$ cat config.mk
export PLATFORM = sky130hd
export DESIGN_NAME = mem_arbiter
export DESIGN_NICKNAME = d
export VERILOG_FILES = /design/src/rtl/mem_arbiter.sv
export SDC_FILE = /design/constraint.sdc
export NUM_CORES = 1
export LEC_CHECK = 0
export BUFFER_PORTS_ARGS = -buffer_cell sky130_fd_sc_hd__clkbuf_2
export CORE_ASPECT_RATIO = 0.6
export CORE_UTILIZATION = 33
export DETAILED_ROUTE_END_ITERATION = 8
export GPL_ROUTABILITY_DRIVEN = 0
export PLACE_DENSITY = 0.66
export SKIP_CTS_REPAIR_TIMING = 1
export SLEW_MARGIN = 20
export SYNTH_ARGS = -nofsm -noshare
export SYNTH_HDL_FRONTEND = slang
export SYNTH_SLANG_ARGS = --single-unit
$ cat constraint.sdc
create_clock -name clk -period 4.3 [get_ports clk]
set_input_delay 0.645 -clock clk [delete_from_list [all_inputs] [get_ports clk]]
set_output_delay 0.645 -clock clk [all_outputs]
set_load 0.01 [all_outputs]
$ cat src/rtl/mem_arbiter.sv
// mem_arbiter: shares the single program/data memory between the processor
// core and a host loader/debug port. The core owns the bus by default; a host
// access is only granted at an instruction boundary (phase 7) or while the core
// is halted, and the core's phase counter is frozen for the whole host access.
module mem_arbiter #(
  parameter int AW             = 5,
  parameter int DW             = 8,
  parameter int MAX_HOST_BURST = 4
) (
  input  logic          clk,
  input  logic          rst,
  // core side
  input  logic [2:0]    cpu_phase,
  input  logic          cpu_halted,
  input  logic          cpu_rd,
  input  logic          cpu_wr,
  input  logic [AW-1:0] cpu_addr,
  input  logic [DW-1:0] cpu_wdata,
  output logic [DW-1:0] cpu_rdata,
  output logic          cpu_stall,
  // host side
  input  logic          host_req,
  input  logic          host_we,
  input  logic [AW-1:0] host_addr,
  input  logic [DW-1:0] host_wdata,
  output logic          host_gnt,
  output logic          host_done,
  output logic [DW-1:0] host_rdata,
  // memory side
  output logic [AW-1:0] mem_addr,
  output logic [DW-1:0] mem_wdata,
  output logic          mem_rd,
  output logic          mem_wr,
  input  logic [DW-1:0] mem_rdata
);

  typedef enum logic [2:0] {
    CPU    = 3'd0,
    H_ADDR = 3'd1,
    H_XFER = 3'd2,
    H_ACK  = 3'd3,
    H_ARB  = 3'd4
  } state_t;

  localparam logic [3:0] BURST_LIMIT = 4'(MAX_HOST_BURST);
  localparam logic [3:0] BURST_SAT   = 4'd15;

  state_t        state;
  state_t        next_state;
  logic [AW-1:0] addr_q;
  logic          we_q;
  logic [DW-1:0] wdata_q;
  logic [3:0]    burst_cnt;

  // State register; reset parks the bus with the core, aborting any host access.
  always_ff @(posedge clk) begin
    // NOTE: sequential state uses non-blocking (<=) so every flop samples the
    // pre-edge values; blocking here would create order-dependent races.
    if (rst) state <= CPU;
    else     state <= next_state;
  end

  // Next-state logic: host_req is only looked at in CPU and H_ARB.
  always_comb begin
    // NOTE: assign a default before the case so no path leaves next_state
    // unassigned, which would otherwise infer a latch.
    next_state = state;
    unique case (state)
      CPU:     if (host_req && (cpu_halted || cpu_phase == 3'd7)) next_state = H_ADDR;
      H_ADDR:  next_state = H_XFER;
      H_XFER:  next_state = H_ACK;
      H_ACK:   next_state = H_ARB;
      H_ARB:   if (host_req && (cpu_halted || burst_cnt < BURST_LIMIT)) next_state = H_ADDR;
               else                                                       next_state = CPU;
      default: next_state = CPU;
    endcase
  end

  // Request holding registers, burst counter and host read-data capture.
  always_ff @(posedge clk) begin
    // NOTE: these are a handful of flops, not a memory array, so all of them
    // get a reset value; the shared memory itself lives outside this block.
    if (rst) begin
      addr_q     <= '0;
      we_q       <= 1'b0;
      wdata_q    <= '0;
      burst_cnt  <= '0;
      host_rdata <= '0;
    end else begin
      if (next_state == H_ADDR) begin
        // Entering H_ADDR: latch the request so the host may change it freely.
        addr_q  <= host_addr;
        we_q    <= host_we;
        wdata_q <= host_wdata;
        if (state == CPU)                burst_cnt <= 4'd1;
        else if (burst_cnt != BURST_SAT) burst_cnt <= burst_cnt + 4'd1;
      end else if (state == H_ARB) begin
        // Burst over: the core gets the bus back and the count restarts.
        burst_cnt <= '0;
      end
      if (state == H_XFER && !we_q) host_rdata <= mem_rdata;
    end
  end

  // Output decode: core passthrough in CPU, latched host request otherwise.
  always_comb begin
    cpu_stall = (state != CPU);
    host_gnt  = (state == H_ADDR) || (state == H_XFER);
    host_done = (state == H_ACK);
    mem_addr  = addr_q;
    mem_wdata = wdata_q;
    mem_rd    = 1'b0;
    mem_wr    = 1'b0;
    unique case (state)
      CPU: begin
        mem_addr  = cpu_addr;
        mem_wdata = cpu_wdata;
        mem_rd    = cpu_rd;
        mem_wr    = cpu_wr;
      end
      H_ADDR:  mem_rd = ~we_q;
      H_XFER: begin
        mem_rd = ~we_q;
        mem_wr = we_q;
      end
      default: ;
    endcase
  end

  // The core reads memory directly; only meaningful while in CPU.
  assign cpu_rdata = mem_rdata;

endmodule
* After elaboration in Yosys (flattened, before gate mapping)
Index checks and enable logic that the tools add are counted.
** Word-level totals
- Output and inout bits :: 34
- Register bits :: 29
- Logic and storage cells :: 40
** Cells by class
- Bitwise logic cells :: 1
- Reduce and logical (&&, ||, !) cells :: 12
- Add/sub/neg operators :: 1
- Equality and inequality tests :: 8
- Muxes and demuxes :: 11
- $lt $le $gt $ge :: 1
** Operator list (count)
- 4-bit 2-to-1 mux :: 4
- 3-bit one-hot mux with 5 select lines :: 1
- 8-bit 2-to-1 mux :: 1
- 3-bit by 1-bit equality test with 1-bit output (second input constant) :: 2
- 3-bit by 2-bit equality test with 1-bit output (second input constant) :: 2
- 3-bit equality test (second input constant) :: 2
- 5-bit 2-to-1 mux :: 1
- 4-bit by 1-bit adder with 4-bit output (second input constant) :: 1
- 4-bit by 3-bit < comparator with 1-bit output (second input constant) :: 1
- 4-bit != test (second input constant) :: 1
- 1-bit one-hot mux with 2 select lines :: 2
- 1-bit logical AND :: 3
- 3-bit zero test :: 1
- 1-bit logical OR :: 3
- 3-bit 2-to-1 mux :: 1
- 3-bit by 1-bit != test with 1-bit output (second input constant) :: 1
- 3-bit nonzero test :: 1
- 2-bit AND reduction :: 1
- 2-bit nonzero test :: 1
- 2-bit OR reduction :: 1
- 1-bit zero test :: 1
- 1-bit 2-to-1 mux :: 1
- 1-bit inverter :: 1

* Depth between registers and ports, before layout
- Depth in word-level cells :: 8
- Gate-level depth with buffers :: 6

* Worst setup path after synthesis
OpenSTA, ideal clock, no wires.
- Path type :: register to output
- Start point :: register state[2]
- End point :: output mem_addr[0]
- Path buffers :: 2
- Arrival time :: 1.425 ns
- Slack :: 2.230 ns
- Cell stages (with the launch flop) :: 5
- Cells stage by stage :: dfxtp_1 -> buf_4 -> nor3_2 -> buf_2 -> mux2_2
** Between the ends
- Longest elaborated chain between the ends :: 2
** Ends and longest elaborated chain
- start, declared :: RTL line 48 : state_t state;
- start signal, assigned :: RTL line 60 : else state <= next_state;
- 3-bit zero test :: RTL line 114 : unique case (state)
- 5-bit 2-to-1 mux :: RTL line 114
- end, declared :: RTL line 30 : output logic [AW-1:0] mem_addr,
No other way between the ends.

* Final worst setup path
- Start point :: register state[2]
- End point :: output mem_wdata[4]
** Between the ends
- Longest elaborated chain between the ends :: 2
** Ends and longest elaborated chain
- 3-bit zero test :: RTL line 114
- 8-bit 2-to-1 mux :: RTL line 114
- end, declared :: RTL line 31 : output logic [DW-1:0] mem_wdata,
No other way between the ends.

==> results.toml <==
[floorplanning]
dieArea_um2 = 4664
fp.coreArea_um2 = 4167
initial_core_util_pct = 34.74
io_pins = 78
chipHeight_um = 53.31
die_w_um = 87.51
rows = 18

[timing]
rsz0062_at_grt = "false"
final.period_utilization_pct = 64.65
final.setup.tns_ns = 0
layout_setup_ws_ns = 1.520
hold_violations = 0
worst_slew_pin_slew_ns = 1.056
clock.fmax_ghz = 0.3597
finalSetupViolCount = 0
period_needed_ns = 2.780
fin_skew_ns = 0.004815
relSlewSlack_pct = 29.21
slew_viol_final = 0

[finish]
fin_nets = 267
diodes = 0
drive_gt1_share_pct = 46.64
fill_cells = 412
synthToLayoutAreaGrowth_pct = 31.89

[global_routing]
grt_pass1_vias = 1076
grt_pass1_wl_mm = 4.947
antenna_found_initial = 0
track_usage_pct = 14.35
grt_max_degree = 30
grt.overflow.total = 0

[worst_setup_path]
end_kind = "primary output"
crit_path_cell_trace = "nor3_2 -> mux2_2 -> clkbuf_2"
startpoint_type = "register"
critPathKind = "register to primary output"
arrival_ns = 2.13
crit_fanout = 15
cp_slowest_cell = "nor3_2"
worstPathRequired_ns = 3.65
critPathMaxStageDelay_ns = 0.90

[cts]
cts_tree = "built"
clockBufferDepth = 2
clock_latency_ns = 0.27
clk_pin_slew_worst_paths_ns = 0.07
clock_sinks = 29
cts_inserted_buffers = 5
cts.htree.levels = 2
cts_root_buf = "clkbuf_8"

[power]
ir_drop_uv = 210.8
p_int_uw = 525.2
switching_share_pct = 28.61
power_density_nw_per_um2 = 385.3
p_comb_share_pct = 25.5
power.net_switching_uw = 210.5
power_leakage_uw = 0.0009514
seq_power_share_pct = 41.1
pwr-share-clk_pct = 33.4

[synthesis]
ys.flop_type = "dfxtp_1"
syn_area_um2 = 1448
synth_seq_cells = 29
async_flop_share_pct = 0
synth_cells = 153
ys_warn_count = 0
ys_seq_area_share_pct = 40.10
synthesis.nets = 198
yosysUniqueCellTypes = 38
synth_edf_count = 0
postSynthAreaPerCell_um2 = 9.462

[detailed_routing]
wl_per_cell_um = 11.23
detail-route-antenna-nets = 0
vias_per_cell = 4.491
remaining_drc_errors = 0
drt_iter0_markers = 41
drtPass1Iterations = 4
wl_mm = 3.178
vias = 1271

[placement]
portBuffers = 77
post-dp-hpwl_mm = 2.372
pre_cts_slack_ns = 1.781

[job]
cap_violations = 0

[hold_path]
min_path_type = "register to register"

[outcome]
status = "complete, no violations"
## critical path: cells and delay by family, from the launching register on
kind | cells | cell delay (ns)
AND/OR/NAND/NOR | 1 | 0.90
buffers and inverters | 1 | 0.13
multiplexers | 1 | 0.42
flip-flops | 1 | 0.41
## per-layer routing
layer / share of wire, % / GRT usage, %
met1: 51 / 18.23
met2: 40 / 21.74
met3: 9.1 / 6.552
met4: 0 / 4.098
met5: 0 / 0
## area by class of cell
cell class | count | area [um^2] | share of cell area, %
multi-input cells | 106 | 755.7 | 39.58
clock buffers | 7 | 96.34 | 5.046
flip-flops and latches | 29 | 580.6 | 30.41
well taps | 60 | 75.07 | 3.932
inverters | 3 | 11.26 | 0.5898
clock inverters | 1 | 5.005 | 0.2621
repair buffers | 77 | 385.4 | 20.18
## layout by cell type, fill, tap and decap left out, types with 2 or more instances in the layout
cell       n
nand2_1   17
dfxtp_1   29
a211oi_1   2
inv_1      3
mux2_2    13
nor2b_1    2
nor2_1    17
o21ai_0    4
a21oi_1   11
mux2i_1   15
clkbuf_8   7
nand2b_1   2
clkbuf_2  77
## synth_stat cells, types with 3 or more instances
cell type | number | share of area [%]
nor2_1 | 17 | 4.4
nand2_1 | 17 | 4.4
buf_4 | 9 | 4.7
a21oi_1 | 11 | 3.8
inv_1 | 3 | 0.78
dfxtp_1 | 29 | 40
mux2_2 | 13 | 10
mux2i_1 | 15 | 10
o21ai_0 | 4 | 1.4
clkbuf_1 | 3 | 0.78
## flip-flops by register name, summed over array words and instances (netlist names)
| register | count |
|---|---|
| burst_cnt | 4 |
| wdata_q | 8 |
| host_rdata | 8 |
| state | 3 |
| addr_q | 5 |
| we_q | 1 |
## metrics by stage
stage | total power, uW | instances | hold WS, ns | area, um^2 | util (%)
2_1_floorplan | 434.0 | 153 | 0.4593 | 1448 | -
3_5_place_dp | 498.8 | 275 | 0.4489 | 1808 | 43.39
5_1_grt | 784.7 | 283 | 0.4722 | 1909 | 45.83
4_1_cts | 746.5 | 283 | 0.4577 | 1909 | 45.83
3_3_place_gp | 495.9 | 275 | 0.4456 | 1808 | 43.39
6_report | 735.7 | 283 | 0.4554 | 1909 | 45.83
## power by group through the flow
stage               combinational, uW  sequential (uW)  clock, uW
floorplan                         127              307          0
CTS                               191              302        253
global route                      210              305        270
detailed placement                191              308          0
finish                            188              302        245
global placement                  188              308          0
## cells by family after synthesis
family	share of synthesized area, %
compound gates	12.19
xor+xnor	0.6051
fa+ha+maj	0.8642
buf+inv	7.692
flops	40.10
mux	20.48
simple gates	18.06
## worst paths after layout
kind,slack (ns),depth (start not counted),endpoint,from
worst max register to register,2.14,4,wdata_q[4]$_SDFFE_PP0P_,state[2]$_SDFF_PP0_
worst max-delay path,1.52,3,mem_wdata[4],state[2]$_SDFF_PP0_
worst min register to register,0.46,2,host_rdata[7]$_SDFFE_PP0P_,host_rdata[7]$_SDFFE_PP0P_
worst min-delay path,0.46,2,host_rdata[7]$_SDFFE_PP0P_,host_rdata[7]$_SDFFE_PP0P_
(Power assumes the default switching activity.)
